==> config.mk <==
export PLATFORM = sky130hd
export DESIGN_NAME = regfile_wb_arbiter
export DESIGN_NICKNAME = d
export VERILOG_FILES = /design/src/rtl/regfile_wb_arbiter.sv
export SDC_FILE = /design/constraint.sdc
export NUM_CORES = 1
export LEC_CHECK = 0
export BUFFER_PORTS_ARGS = -buffer_cell sky130_fd_sc_hd__buf_4
export CAP_MARGIN = 20
export CELL_PAD_IN_SITES_DETAIL_PLACEMENT = 2
export CELL_PAD_IN_SITES_GLOBAL_PLACEMENT = 2
export CORE_UTILIZATION = 34
export CTS_CLUSTER_SIZE = 20
export DETAILED_ROUTE_END_ITERATION = 8
export PLACE_DENSITY = 0.87
export SYNTH_ARGS = -nofsm -noshare
export SYNTH_HDL_FRONTEND = slang
export SYNTH_SLANG_ARGS = --single-unit
==> constraint.sdc <==
create_clock -name clk -period 4 [get_ports clk]
set_input_delay 0.2 -clock clk [delete_from_list [all_inputs] [get_ports clk]]
set_output_delay 0.2 -clock clk [all_outputs]
set_load 0.02 [all_outputs]
==> src/rtl/regfile_wb_arbiter.sv <==
// regfile_wb_arbiter: shares the single register-file write port between core
// writeback, a small FIFO of returning load data and a debug write port. It also
// keeps a per-register "load outstanding" scoreboard and raises a RAW/WAW hazard.
//
// Handshakes: the load return moves one entry on every cycle where
// ld_valid && ld_ready. A debug write completes in the cycle dbg_ack is high, and
// the requester keeps dbg_req and its data stable until that cycle. Core
// writeback has no handshake; the core keeps core_we low while core_stall is high.
module regfile_wb_arbiter #(
    parameter int LD_DEPTH   = 2,
    parameter int STARVE_MAX = 4
) (
    input  logic        clk,
    input  logic        rst,
    input  logic        core_we,
    input  logic [4:0]  core_rd_addr,
    input  logic [31:0] core_wdata,
    input  logic [4:0]  core_rs1_addr,
    input  logic        core_rs1_use,
    input  logic [4:0]  core_rs2_addr,
    input  logic        core_rs2_use,
    input  logic        ld_issue,
    input  logic [4:0]  ld_issue_addr,
    input  logic        ld_valid,
    input  logic [4:0]  ld_rd_addr,
    input  logic [31:0] ld_wdata,
    output logic        ld_ready,
    input  logic        dbg_req,
    input  logic [4:0]  dbg_addr,
    input  logic [31:0] dbg_wdata,
    output logic        dbg_ack,
    output logic        hazard,
    output logic        core_stall,
    output logic        rf_we,
    output logic [4:0]  rf_rd_addr,
    output logic [31:0] rf_wdata
);

    localparam int PW = $clog2(LD_DEPTH);
    localparam int CW = ($clog2(STARVE_MAX + 1) > 3) ? $clog2(STARVE_MAX + 1) : 3;
    localparam logic [CW-1:0] STARVE_LIM = CW'(STARVE_MAX);

    // One extra pointer bit separates full from empty when the index bits match.
    logic [PW:0]   wr_ptr_q, wr_ptr_d;
    logic [PW:0]   rd_ptr_q, rd_ptr_d;
    logic [4:0]    fifo_addr_q [LD_DEPTH];
    logic [4:0]    fifo_addr_d [LD_DEPTH];
    logic [31:0]   fifo_data_q [LD_DEPTH];
    logic [31:0]   fifo_data_d [LD_DEPTH];
    logic [CW-1:0] starve_q, starve_d;
    logic [31:0]   pending_q, pending_d;

    logic          fifo_empty;
    logic          fifo_full;
    logic [4:0]    head_addr;
    logic [31:0]   head_data;
    logic          stall_now;
    logic          core_grant;
    logic          fifo_grant;
    logic          dbg_grant;
    logic [4:0]    win_addr;
    logic [31:0]   win_data;
    logic          push;
    logic          pop;

    // FIFO status and head entry, straight from the registered pointers.
    always_comb begin
        fifo_empty = (wr_ptr_q == rd_ptr_q);
        fifo_full  = (wr_ptr_q[PW] != rd_ptr_q[PW]) &&
                     (wr_ptr_q[PW-1:0] == rd_ptr_q[PW-1:0]);
        head_addr  = fifo_addr_q[rd_ptr_q[PW-1:0]];
        head_data  = fifo_data_q[rd_ptr_q[PW-1:0]];
    end

    // Write-port arbitration: core, then FIFO head, then debug; a starved FIFO
    // overrides the core for one cycle. Writes to x0 are consumed but not issued.
    always_comb begin
        stall_now  = !fifo_empty && (starve_q == STARVE_LIM);
        core_grant = core_we && !stall_now;
        fifo_grant = !core_grant && !fifo_empty;
        dbg_grant  = !core_grant && fifo_empty && dbg_req;

        win_addr = 5'd0;
        win_data = 32'd0;
        if (core_grant) begin
            win_addr = core_rd_addr;
            win_data = core_wdata;
        end else if (fifo_grant) begin
            win_addr = head_addr;
            win_data = head_data;
        end else if (dbg_grant) begin
            win_addr = dbg_addr;
            win_data = dbg_wdata;
        end

        rf_we      = !rst && (core_grant || fifo_grant || dbg_grant) && (win_addr != 5'd0);
        rf_rd_addr = win_addr;
        rf_wdata   = win_data;
        dbg_ack    = !rst && dbg_grant;
        core_stall = !rst && stall_now;
        ld_ready   = !rst && !fifo_full;

        push = ld_valid && ld_ready;
        pop  = !rst && fifo_grant;

        hazard = !rst && ((core_rs1_use && pending_q[core_rs1_addr]) ||
                          (core_rs2_use && pending_q[core_rs2_addr]) ||
                          (core_we      && pending_q[core_rd_addr])  ||
                          (ld_issue     && pending_q[ld_issue_addr]));
    end

    // Next state for FIFO storage, pointers, starvation counter and scoreboard.
    always_comb begin
        fifo_addr_d = fifo_addr_q;
        fifo_data_d = fifo_data_q;
        wr_ptr_d    = wr_ptr_q;
        rd_ptr_d    = rd_ptr_q;
        starve_d    = starve_q;
        pending_d   = pending_q;

        if (push) begin
            fifo_addr_d[wr_ptr_q[PW-1:0]] = ld_rd_addr;
            fifo_data_d[wr_ptr_q[PW-1:0]] = ld_wdata;
            wr_ptr_d = wr_ptr_q + {{PW{1'b0}}, 1'b1};
        end
        if (pop) begin
            rd_ptr_d = rd_ptr_q + {{PW{1'b0}}, 1'b1};
        end

        // Counts cycles a non-empty FIFO loses to the core; any pop restarts it.
        if (fifo_empty || pop) begin
            starve_d = '0;
        end else if (core_we && (starve_q != STARVE_LIM)) begin
            starve_d = starve_q + {{(CW-1){1'b0}}, 1'b1};
        end

        // Clear first so a same-cycle issue to the same register re-sets the bit.
        if (pop && (head_addr != 5'd0)) begin
            pending_d[head_addr] = 1'b0;
        end
        if (ld_issue && (ld_issue_addr != 5'd0)) begin
            pending_d[ld_issue_addr] = 1'b1;
        end
        pending_d[0] = 1'b0;
    end

    // State registers with asynchronous reset; reset drops everything in flight.
    always_ff @(posedge clk or posedge rst) begin
        if (rst) begin
            wr_ptr_q  <= '0;
            rd_ptr_q  <= '0;
            starve_q  <= '0;
            pending_q <= '0;
            for (int i = 0; i < LD_DEPTH; i++) begin
                fifo_addr_q[i] <= 5'd0;
                fifo_data_q[i] <= 32'd0;
            end
        end else begin
            wr_ptr_q    <= wr_ptr_d;
            rd_ptr_q    <= rd_ptr_d;
            starve_q    <= starve_d;
            pending_q   <= pending_d;
            fifo_addr_q <= fifo_addr_d;
            fifo_data_q <= fifo_data_d;
        end
    end

endmodule

==> results of run 1 <==
==> synthesized netlist by cell type (10+ instances only) <==
master and instances:
clkbuf_1 18, mux2_2 79, dfrtp_1 112, mux4_2 21, o21ai_0 56, nor2_1 10, nand3_1 14, inv_1 13
a21oi_1 66, buf_2 18, a21o_1 32, mux2i_1 51, nand2_1 22
==> path summary, 6_finish.rpt <==
| kind | startpoint | endpoint | slack [ps] | depth (start not counted) |
|---|---|---|---|---|
| worst max-delay path | rd_ptr_q[0] | rf_wdata[31] | 630 | 7 |
| worst min-delay path | ld_wdata[17] | fifo_data_q[49] | 60 | 2 |
| worst max register to register | rd_ptr_q[0] | fifo_data_q[62] | 1290 | 6 |
| worst min register to register | fifo_data_q[26] | fifo_data_q[26] | 520 | 1 |
| max in group asynchronous | rst | fifo_data_q[38] | 2770 | 3 |
| min in group asynchronous | rst | starve_q[0] | 100 | 2 |
==> cells by family (layout without fill, tap and decap cells) <==
family                   count (synthesis)  after routing
adder cells (fa/ha/maj)                  2              2
AND/OR/NAND/NOR                         84             84
XOR/XNOR                                 6              6
multiplexers                           159            159
buffers and inverters                   57            211
flip-flops                             112            112
AO/OA/AOI/OAI                          208            208
==> sequential cells by signal (all words and copies together) (netlist names) <==
name         count
fifo_addr_q     10
fifo_data_q     64
pending_q       31
rd_ptr_q         2
starve_q         3
wr_ptr_q         2
==> metal layers <==
layer,GRT usage (%),up-vias
li1,-,2670
met4,10.1,0
met2,45.6,192
met1,29.6,3073
met3,4.87,46
met5,0,-
==> per-stage QoR <==
step | hold WS (ps) | power, W | setup slack (ps) | instances
final | 62.0 | 0.00708 | 630 | 1047
after global routing | 55.4 | 0.00746 | 353 | 1047
after CTS | 56.8 | 0.00710 | 639 | 1047
after detailed placement | 437 | 0.00608 | 1040 | 1031
after global placement | 418 | 0.00568 | 1380 | 1031
after floorplan | 317 | 0.00464 | 523 | 628
==> layout make-up <==
class | instances | area share (%)
well taps | 265 | 3.84
clock buffers | 9 | 2.61
multi-input cells | 459 | 43.7
inverters | 13 | 0.594
flip-flops and latches | 112 | 32.4
clock inverters | 7 | 1.04
repair buffers | 182 | 15.8
==> power by group <==
| group | internal, W | total, W | switching [W] |
|---|---|---|---|
| Clock | 0.000451 | 0.000943 | 0.000492 |
| Combinational | 0.00173 | 0.00385 | 0.00212 |
| Sequential | 0.00171 | 0.00228 | 0.000578 |
| Total | 0.00389 | 0.00708 | 0.00319 |
==> results.md, run 1 <==
* Status: finished clean
* Yosys warnings at 0
* Top Layer Used: met4
* Register area share after synthesis at 41.0%
* Slowest cell on the critical path: xnor2_1
* Flops & latches, synth at 112
* Critical path's top delay family: XOR/XNOR gates
* Hold-fix buffers, CTS at 0
* Slew @ Worst Pin at 1020 ps
* Multiplexer share of the synthesized area at 28.7%
* Largest stage delay on the critical path at 800 ps
* FILL cells at 2036
* Commonest non-fill, non-tap cell in the layout: buf_4
* # rows at 51
* Antenna violations before repair at 0
* CTS tree: built
* Clock Path Buffers at 2
* Cells after Synth at 628
* Synth area leaders: dfrtp_1 (41%), mux2_2 (13%), mux2i_1 (7.5%)
* CTS root buffer: clkbuf_16
* Max Fclk at 297 MHz
* Vert. Die Dim at 144 um
* Kind of critical path: flip-flop to output port
* Post-CTS Repair Setup Buffers at 0
* Post-Synth Adder-Cell Area at 0.366%
* Vias per cell at 5.71
* Hold Path Class: input pin to flip-flop
* Slew HR at 31.9%
* Req. time, crit path at 3800 ps
* Clk_lat worst skew at 360 ps
* DP Area at 8330 um^2
* GRT Residual Overflow at 0
* Area delta synth->final at 26.5%
* Number of global-route vias before repair at 6848
* FF+latch area at 2800 um^2
* Post-cts resize count at 0
* CP Buf/Inv Count at 2
* Slew Limit Fails at 0
* Startpoint types: flip-flop
* Routed WL at 25500 um
* Critical Path, Cell by Cell: xnor2_1 -> and2_1 -> o21a_1 -> buf_4 -> a221oi_1 -> a21oi_1 -> buf_4
* # IOs at 176
* Die X at 144 um
* Fin crit period at 3370 ps
* Global Route Usage Sum at 25.4%
* Largest net degree at the start of global routing at 72
* Power per cell area at 819 nW/um^2
* Met1 WL at 10000 um
* IR drop worst, VDD at 0.340 mV
* DR DRC count at 0
* DR pass1 iterations at 4
* Via count at 5981
* Crit path DAT at 3170 ps
* Number of synthesized flops with an enable pin at 0
* Antenna viol nets, final at 0
* Leakage power at 3.92 nW
* Synth area leader: dfrtp_1
* Cts bufs inserted at 9
* HPWL Detailed at 18900 um
* CP endpoint kind: output port
* Met3 routed WL at 1440 um
* Antenna Diode Count at 0
* Initial Util at 34.9%
* Syn avg cell area at 10.9 um^2
* Post-synthesis compound-gate area fraction at 18.7%
* Post-route cell area at 8640 um^2
* Met2 WL at 13300 um
* RSZ-0062 raised after global routing: no
* Post-synth ARST share at 100%
* Layout Nets at 913
* Fraction of layout cells with a size suffix above 1 at 39.5%
* Port bufs at 175
* Critical path's most frequent cell: buf_4
* Ys flop type: dfrtp_1
* Routability Congestion at 0.886
* Clock slew at reported path FFs at 90 ps
* Htree depth at 3
* Final Hold Fails at 0
* Clk_skew at 11.9 ps
* Iter 0 DRT Violations at 266
* Mapped Area at 6830 um^2
* Synth Area in Simple Gates at 6.48%
* CTS Sinks at 112
* Final setup vio count at 0
* Post-Syn Nets at 764
* Largest family of logic cells by synthesized area: multiplexers
* Util after Layout at 44.1%
* WL/cell at 24.3 um
* Multi-input logic area at 3770 um^2
* Core area at 19600 um^2
* Synth top area share at 41.0%
* Commonest cells after routing, fill and taps aside: buf_4 (182), dfrtp_1 (111), mux2_2 (79), a21oi_1 (65), o21ai_0 (56)
* Max Cap Viol at 0
* Post-synthesis xor/xnor area fraction at 0.879%
* Total die area at 20700 um^2
* Post-route clock period utilization at 84.3%
* Fin Setup TNS at 0 ps
* Netlist cell types at 56
* First-pass GRT wire length at 39000 um
* Worst-path maximum fanout at 35
Power figures use the tool's default switching activity.
==> inputs of run 2 (changes only) <==
--- a/config.mk
+++ b/config.mk
@@ -9,10 +9,10 @@
 export CAP_MARGIN = 20
 export CELL_PAD_IN_SITES_DETAIL_PLACEMENT = 2
 export CELL_PAD_IN_SITES_GLOBAL_PLACEMENT = 2
-export CORE_UTILIZATION = 34
+export CORE_UTILIZATION = 30
 export CTS_CLUSTER_SIZE = 20
 export DETAILED_ROUTE_END_ITERATION = 8
-export PLACE_DENSITY = 0.87
+export PLACE_DENSITY = 0.82
 export SYNTH_ARGS = -nofsm -noshare
 export SYNTH_HDL_FRONTEND = slang
 export SYNTH_SLANG_ARGS = --single-unit
==> constraint.sdc (replaced) <==
create_clock -name clk -period 2.8 [get_ports clk]
set_input_delay 0.14 -clock clk [delete_from_list [all_inputs] [get_ports clk]]
set_output_delay 0.14 -clock clk [all_outputs]
set_load 0.02 [all_outputs]
==> results.md, run 2 (synthesized netlist as in run 1, its figures left out) <==
* Final setup vio count at 0 (unchanged)
* Worst Setup EP: hazard
* CP endpoint kind: output port
* First-pass GRT wire length at 40000 um (+2.5%)
* Kind of critical path: flip-flop to output port
* Slew Limit Fails at 0 (unchanged)
* HPWL Detailed at 18300 um (-3.0%)
* Startpoint types: flip-flop
* Clock Path Buffers at 2 (unchanged)
* Vias per cell at 5.57 (-2.4%)
* Largest register FFs at 64 (unchanged)
* Cts bufs inserted at 9 (unchanged)
* CTS Sinks at 112 (unchanged)
* Post-route cell area at 8900 um^2 (+3.0%)
* Antenna viol nets, final at 0 (unchanged)
* Routability Congestion at 0.857 (-3.3%)
* Number of global-route vias before repair at 6852 (+0.058%)
* DR pass1 iterations at 4 (unchanged)
* Fin crit period at 2690 ps
* # IOs at 176 (unchanged)
* Top Registers: fifo_data_q: 64 flops, pending_q: 31 flops, fifo_addr_q: 10 flops
* Core area at 22100 um^2 (+13%)
* Worst setup path start: pending_q[23]
* Post-route clock period utilization at 96.2%
* FF+latch area at 2800 um^2 (unchanged)
* Global Route Usage Sum at 22.3% (-3.1 points)
* Leakage power at 4.03 nW (+2.7%)
* Routed WL at 25700 um (+0.97%)
* Hold Path Class: input pin to flip-flop
* Status: finished clean
* Max Cap Viol at 0 (unchanged)
* Total die area at 23400 um^2 (+13%)
* WL/cell at 23.8 um (-2.3%)
* CTS root buffer: clkbuf_16
* RSZ-0062 raised after global routing: no
* Area delta synth->final at 30.3%
* Commonest non-fill, non-tap cell in the layout: buf_4
* Final Hold Fails at 0 (unchanged)
* Slew @ Worst Pin at 1020 ps (-6.37 ps)
* Largest register by flop count: fifo_data_q
* # rows at 54 (+5.9%)
* Vert. Die Dim at 153 um (+6.4%)
* Crit path DAT at 2550 ps (-620 ps)
* Die X at 153 um (+6.4%)
* Commonest cells after routing, fill and taps aside: buf_4 (191), dfrtp_1 (111), mux2_2 (79), a21oi_1 (65), o21ai_0 (56)
* Port bufs at 175 (unchanged)
* Launching point of the worst reg2reg path: rd_ptr_q[1]
* Clk_skew at 14.4 ps (+2.56 ps)
* FILL cells at 2358 (+16%)
* Largest net degree at the start of global routing at 40 (-44%)
* Slew HR at 32.3% (+0.42 points)
* Worst reg2reg path endpoint: fifo_addr_q[4]
* Max Fclk at 371 MHz
* Worst-path maximum fanout at 5 (-86%)
* Multi-input logic area at 3790 um^2 (+0.43%)
* DP Area at 8450 um^2 (+1.5%)
* Initial Util at 30.9% (-4.0 points)
* R2R cell count at 4 (-2)
* Iter 0 DRT Violations at 192 (-28%)
* R2R setup slack at 440 ps (-850 ps)
* Clk_lat worst skew at 370 ps (about the same)
* Post-CTS Repair Setup Buffers at 0 (unchanged)
* Clock slew at reported path FFs at 90 ps (about the same)
* Power per cell area at 1160 nW/um^2 (+41%)
* DR DRC count at 0 (unchanged)
* IR drop worst, VDD at 0.433 mV (+27%)
* Layout Nets at 932 (+2.1%)
* Antenna violations before repair at 1 (+1)
* Fin Setup TNS at 0 ps (unchanged)
* Htree depth at 3 (unchanged)
* CTS tree: built
* Fraction of layout cells with a size suffix above 1 at 40.3% (+0.81 points)
* GRT Residual Overflow at 0 (unchanged)
* Req. time, crit path at 2660 ps (-1140 ps)
* Via count at 6032 (+0.85%)
run 2: timing repair:
item,CTS,global route
hold endpoints to repair,25,1
endpoints found under the setup margin,0,4
hold buffers,7,1
resized for setup,0,3
run 2: how the worst min path moves through the flow:
stage | to | slack (ps) | depth (start not counted) | start
6_report | fifo_data_q[53] | 5 | 2 | ld_wdata[21]
5_1_grt | fifo_data_q[26] | 3 | 2 | ld_wdata[26]
4_1_cts | fifo_data_q[29] | 2 | 2 | ld_wdata[29]
3_5_place_dp | fifo_data_q[43] | 290 | 2 | rst
3_3_place_gp | starve_q[1] | 280 | 2 | rst
2_1_floorplan | fifo_addr_q[3] | 260 | 2 | ld_rd_addr[3]
run 2: through the flow:
stage / hold slack [ps] / util [%] / instances / worst slack (ps) / power, W
2_1_floorplan: 257 / - / 628 / 405 / 0.00662
3_3_place_gp: 283 / 38.3 / 1057 / 540 / 0.00836
3_5_place_dp: 289 / 38.3 / 1057 / 462 / 0.00868
4_1_cts: 1.71 / 40.2 / 1080 / 61.1 / 0.0103
5_1_grt: 2.69 / 40.3 / 1082 / 0.131 / 0.0109
6_report: 5.21 / 40.3 / 1082 / 106 / 0.0103
run 2: worst max-delay path: stages, from the launching register on:
cell     delay [ps]
dfrtp_1         430
mux4_2          480
a221o_1         350
o41ai_1         560
a41oi_1         180
buf_4           190
run 2: cell type report:
cell class                 instances  area share, %
tap                              280           3.94
clock buffer                       9           2.53
antenna                            1         0.0281
inverter                          13          0.590
timing repair buffer             201           17.5
multi-input combinational        459           42.6
clock inverter                     7           1.39
sequential                       112           31.5
run 2: report_power, final:
group          leakage, nW  switching [W]  internal, W
clock                0.169       0.000688     0.000816
combinational         2.53        0.00297      0.00258
sequential            1.33       0.000825      0.00244
run 2: metal layers:
| metal | vias to the layer above | part of all wire (%) | track usage (%) |
|---|---|---|---|
| met5 | - | 0 | 0 |
| met4 | 0 | 3.3 | 9.72 |
| met3 | 54 | 4.7 | 3.83 |
| met2 | 172 | 52 | 38.9 |
| met1 | 3103 | 40 | 27.0 |
| li1 | 2703 | - | - |
==> inputs of run 3 (changes only) <==
--- a/config.mk
+++ b/config.mk
@@ -13,6 +13,7 @@
 export CTS_CLUSTER_SIZE = 20
 export DETAILED_ROUTE_END_ITERATION = 8
 export PLACE_DENSITY = 0.82
+export RECOVER_POWER = 50
 export SYNTH_ARGS = -nofsm -noshare
 export SYNTH_HDL_FRONTEND = slang
 export SYNTH_SLANG_ARGS = --single-unit
==> results.md, run 3 (synthesized netlist as in run 1, its figures left out) <==
* Number of global-route vias before repair at 6852 (unchanged)
* Largest register FFs at 64 (unchanged)
* Clock Path Buffers at 2 (unchanged)
* Fin crit period at 2680 ps (-17.4 ps)
* Global Route Usage Sum at 22.3% (unchanged)
* Commonest cells after routing, fill and taps aside: buf_4 (186), dfrtp_1 (111), mux2_2 (78), a21oi_1 (66), o21ai_0 (56)
* Clk_lat worst skew at 370 ps (about the same)
* Max Cap Viol at 0 (unchanged)
* Max Fclk at 374 MHz (+0.65%)
* Vert. Die Dim at 153 um (unchanged)
* GRT Residual Overflow at 0 (unchanged)
* Htree depth at 3 (unchanged)
* Pint at 0.00582 W (-0.22%)
* DR pass1 iterations at 5 (+1)
* Final setup vio count at 0 (unchanged)
* First-pass GRT wire length at 40000 um (unchanged)
* Flop pwr share at 31.7% (about the same)
* Area delta synth->final at 30.0%
* Antenna viol nets, final at 0 (unchanged)
* Antenna violations before repair at 1 (unchanged)
* HPWL Detailed at 18300 um (unchanged)
* Logic pwr share at 53.7% (about the same)
* Slew @ Worst Pin at 1160 ps (+143 ps)
* Post-route cell area at 8880 um^2 (-0.24%)
* Final Hold Fails at 0 (unchanged)
* Cts bufs inserted at 9 (unchanged)
* Slew HR at 22.3% (-10 points)
* Hold slack at 6.45 ps (+1.24 ps)
* Commonest non-fill, non-tap cell in the layout: buf_4
* CTS root buffer: clkbuf_16
* Vias per cell at 5.61 (+0.58%)
* Routability Congestion at 0.857 (unchanged)
* Critical path's most frequent cell: buf_4
* Largest register by flop count: fifo_data_q
* Fin Setup TNS at 0 ps (unchanged)
* Startpoint types: flip-flop
* Via count at 6067 (+0.58%)
* IR drop worst, VDD at 0.433 mV (about the same)
* Placed Instances at 1057 (unchanged)
* Largest stage delay on the critical path at 450 ps (-110 ps)
* Slowest cell on the critical path: dfrtp_2
* Fraction of layout cells with a size suffix above 1 at 39.8% (-0.50 points)
* Post-route clock period utilization at 95.6% (-0.62 points)
* Crit path DAT at 2540 ps (about the same)
* WL/cell at 23.8 um (about the same)
* Top Registers: fifo_data_q: 64 flops, pending_q: 31 flops, fifo_addr_q: 10 flops
* Sw Ratio at 43.5% (+0.045 points)
* Req. time, crit path at 2660 ps (about the same)
* Worst-path maximum fanout at 10 (+5)
* Port bufs at 175 (unchanged)
* Kind of critical path: flip-flop to output port
* Largest net degree at the start of global routing at 40 (unchanged)
* Power per cell area at 1160 nW/um^2 (+0.10%)
* Clk_skew at 15.0 ps (+0.509 ps)
* Post-Layout Cell Count at 1082 (unchanged)
* CTS Sinks at 112 (unchanged)
* Status: finished clean
* FILL cells at 2361 (+0.13%)
* Total die area at 23400 um^2 (unchanged)
* Hold Path Class: input pin to flip-flop
* Routed WL at 25700 um (about the same)
* CP endpoint kind: output port
* Core area at 22100 um^2 (unchanged)
* RSZ-0062 raised after global routing: no
* Iter 0 DRT Violations at 224 (+17%)
* CTS tree: built
* Clock slew at reported path FFs at 90 ps (about the same)
* Initial Util at 30.9% (unchanged)
* P_sw at 0.00448 W (about the same)
* # rows at 54 (unchanged)
* Clock power frac at 14.6% (about the same)
* Slew Limit Fails at 0 (unchanged)
* Critical Path, Cell by Cell: xnor2_1 -> buf_4 -> a21o_1 -> a22oi_1 -> a2111oi_0 -> a31oi_1 -> buf_4
* DR DRC count at 0 (unchanged)
* Die X at 153 um (unchanged)
* # IOs at 176 (unchanged)
* Leakage power at 4.02 nW (-0.23%)
* DP Area at 8450 um^2 (unchanged)
* Layout Nets at 932 (unchanged)
==> run 3: cell count changes in the layout (fill, tap and decap cells not counted) <==
cell	before	now
clkbuf_1	0	2
mux2_1	8	9
buf_4	191	186
clkinvlp_4	1	0
clkinvlp_2	0	1
mux2_2	79	78
a21oi_2	2	1
a21oi_1	65	66
clkbuf_2	0	3
==> run 3: worst paths after layout <==
check / slack (ps) / from / end / cells after the start
worst max-delay path: 120 / rd_ptr_q[0] / rf_we / 7
worst min-delay path: 6 / ld_wdata[21] / fifo_data_q[53] / 2
worst max register to register: 380 / rd_ptr_q[1] / fifo_addr_q[4] / 4
worst min register to register: 510 / fifo_data_q[48] / fifo_data_q[48] / 1
max in group asynchronous: 690 / rst / fifo_addr_q[5] / 4
min in group asynchronous: 620 / rst / fifo_data_q[9] / 3
==> run 3: repair_timing <==
item | CTS | global route
hold buffers | 7 | 1
endpoints found under the hold margin | 25 | 1
setup buffers | 0 | 0
resized for setup | 0 | 3
setup endpoints to repair | 0 | 4
==> run 3: power groups by stage <==
stage	Combinational [W]	Sequential (W)	Clock [W]
final	0.00554	0.00327	0.00150
after global routing	0.00595	0.00335	0.00159
after CTS	0.00555	0.00322	0.00152
after detailed placement	0.00546	0.00323	0
after global placement	0.00523	0.00313	0
after floorplan	0.00375	0.00288	0
==> run 3: cell type report <==
type | instances | area, um^2 | share of cell area [%]
multi-input combinational | 459 | 3790 | 42.6
sequential | 112 | 2800 | 31.6
timing repair buffer | 201 | 1540 | 17.3
tap | 280 | 350 | 3.94
clock buffer | 9 | 225 | 2.54
clock inverter | 7 | 124 | 1.39
inverter | 13 | 50.0 | 0.564
antenna | 1 | 2.50 | 0.0282
==> run 3: per-layer routing <==
metal / up-vias / global-route usage (%) / wire (um) / share of wire, %
met3: 51 / 3.83 / 1110 / 4.3
met1: 3141 / 27.0 / 10400 / 41
met4: 0 / 9.72 / 774 / 3.0
met5: - / 0 / 0 / 0
met2: 172 / 38.9 / 13400 / 52
li1: 2703 / - / - / -
==> run 3: through the flow <==
step / worst slack (ps) / power [W] / utilization (%)
3_5_place_dp: 462 / 0.00868 / 38.3
3_3_place_gp: 540 / 0.00836 / 38.3
2_1_floorplan: 405 / 0.00662 / -
6_report: 124 / 0.0103 / 40.2
5_1_grt: 7.05 / 0.0109 / 40.2
4_1_cts: 61.1 / 0.0103 / 40.2
==> run 3: worst max-delay path: cells and delay by family, from the launching register on <==
family                    cells  cell delay, ps
xor gates and xnor gates      1             330
buffers and inverters         2             430
DFF                           1             450
AOI/OAI and AO/OA             4             960
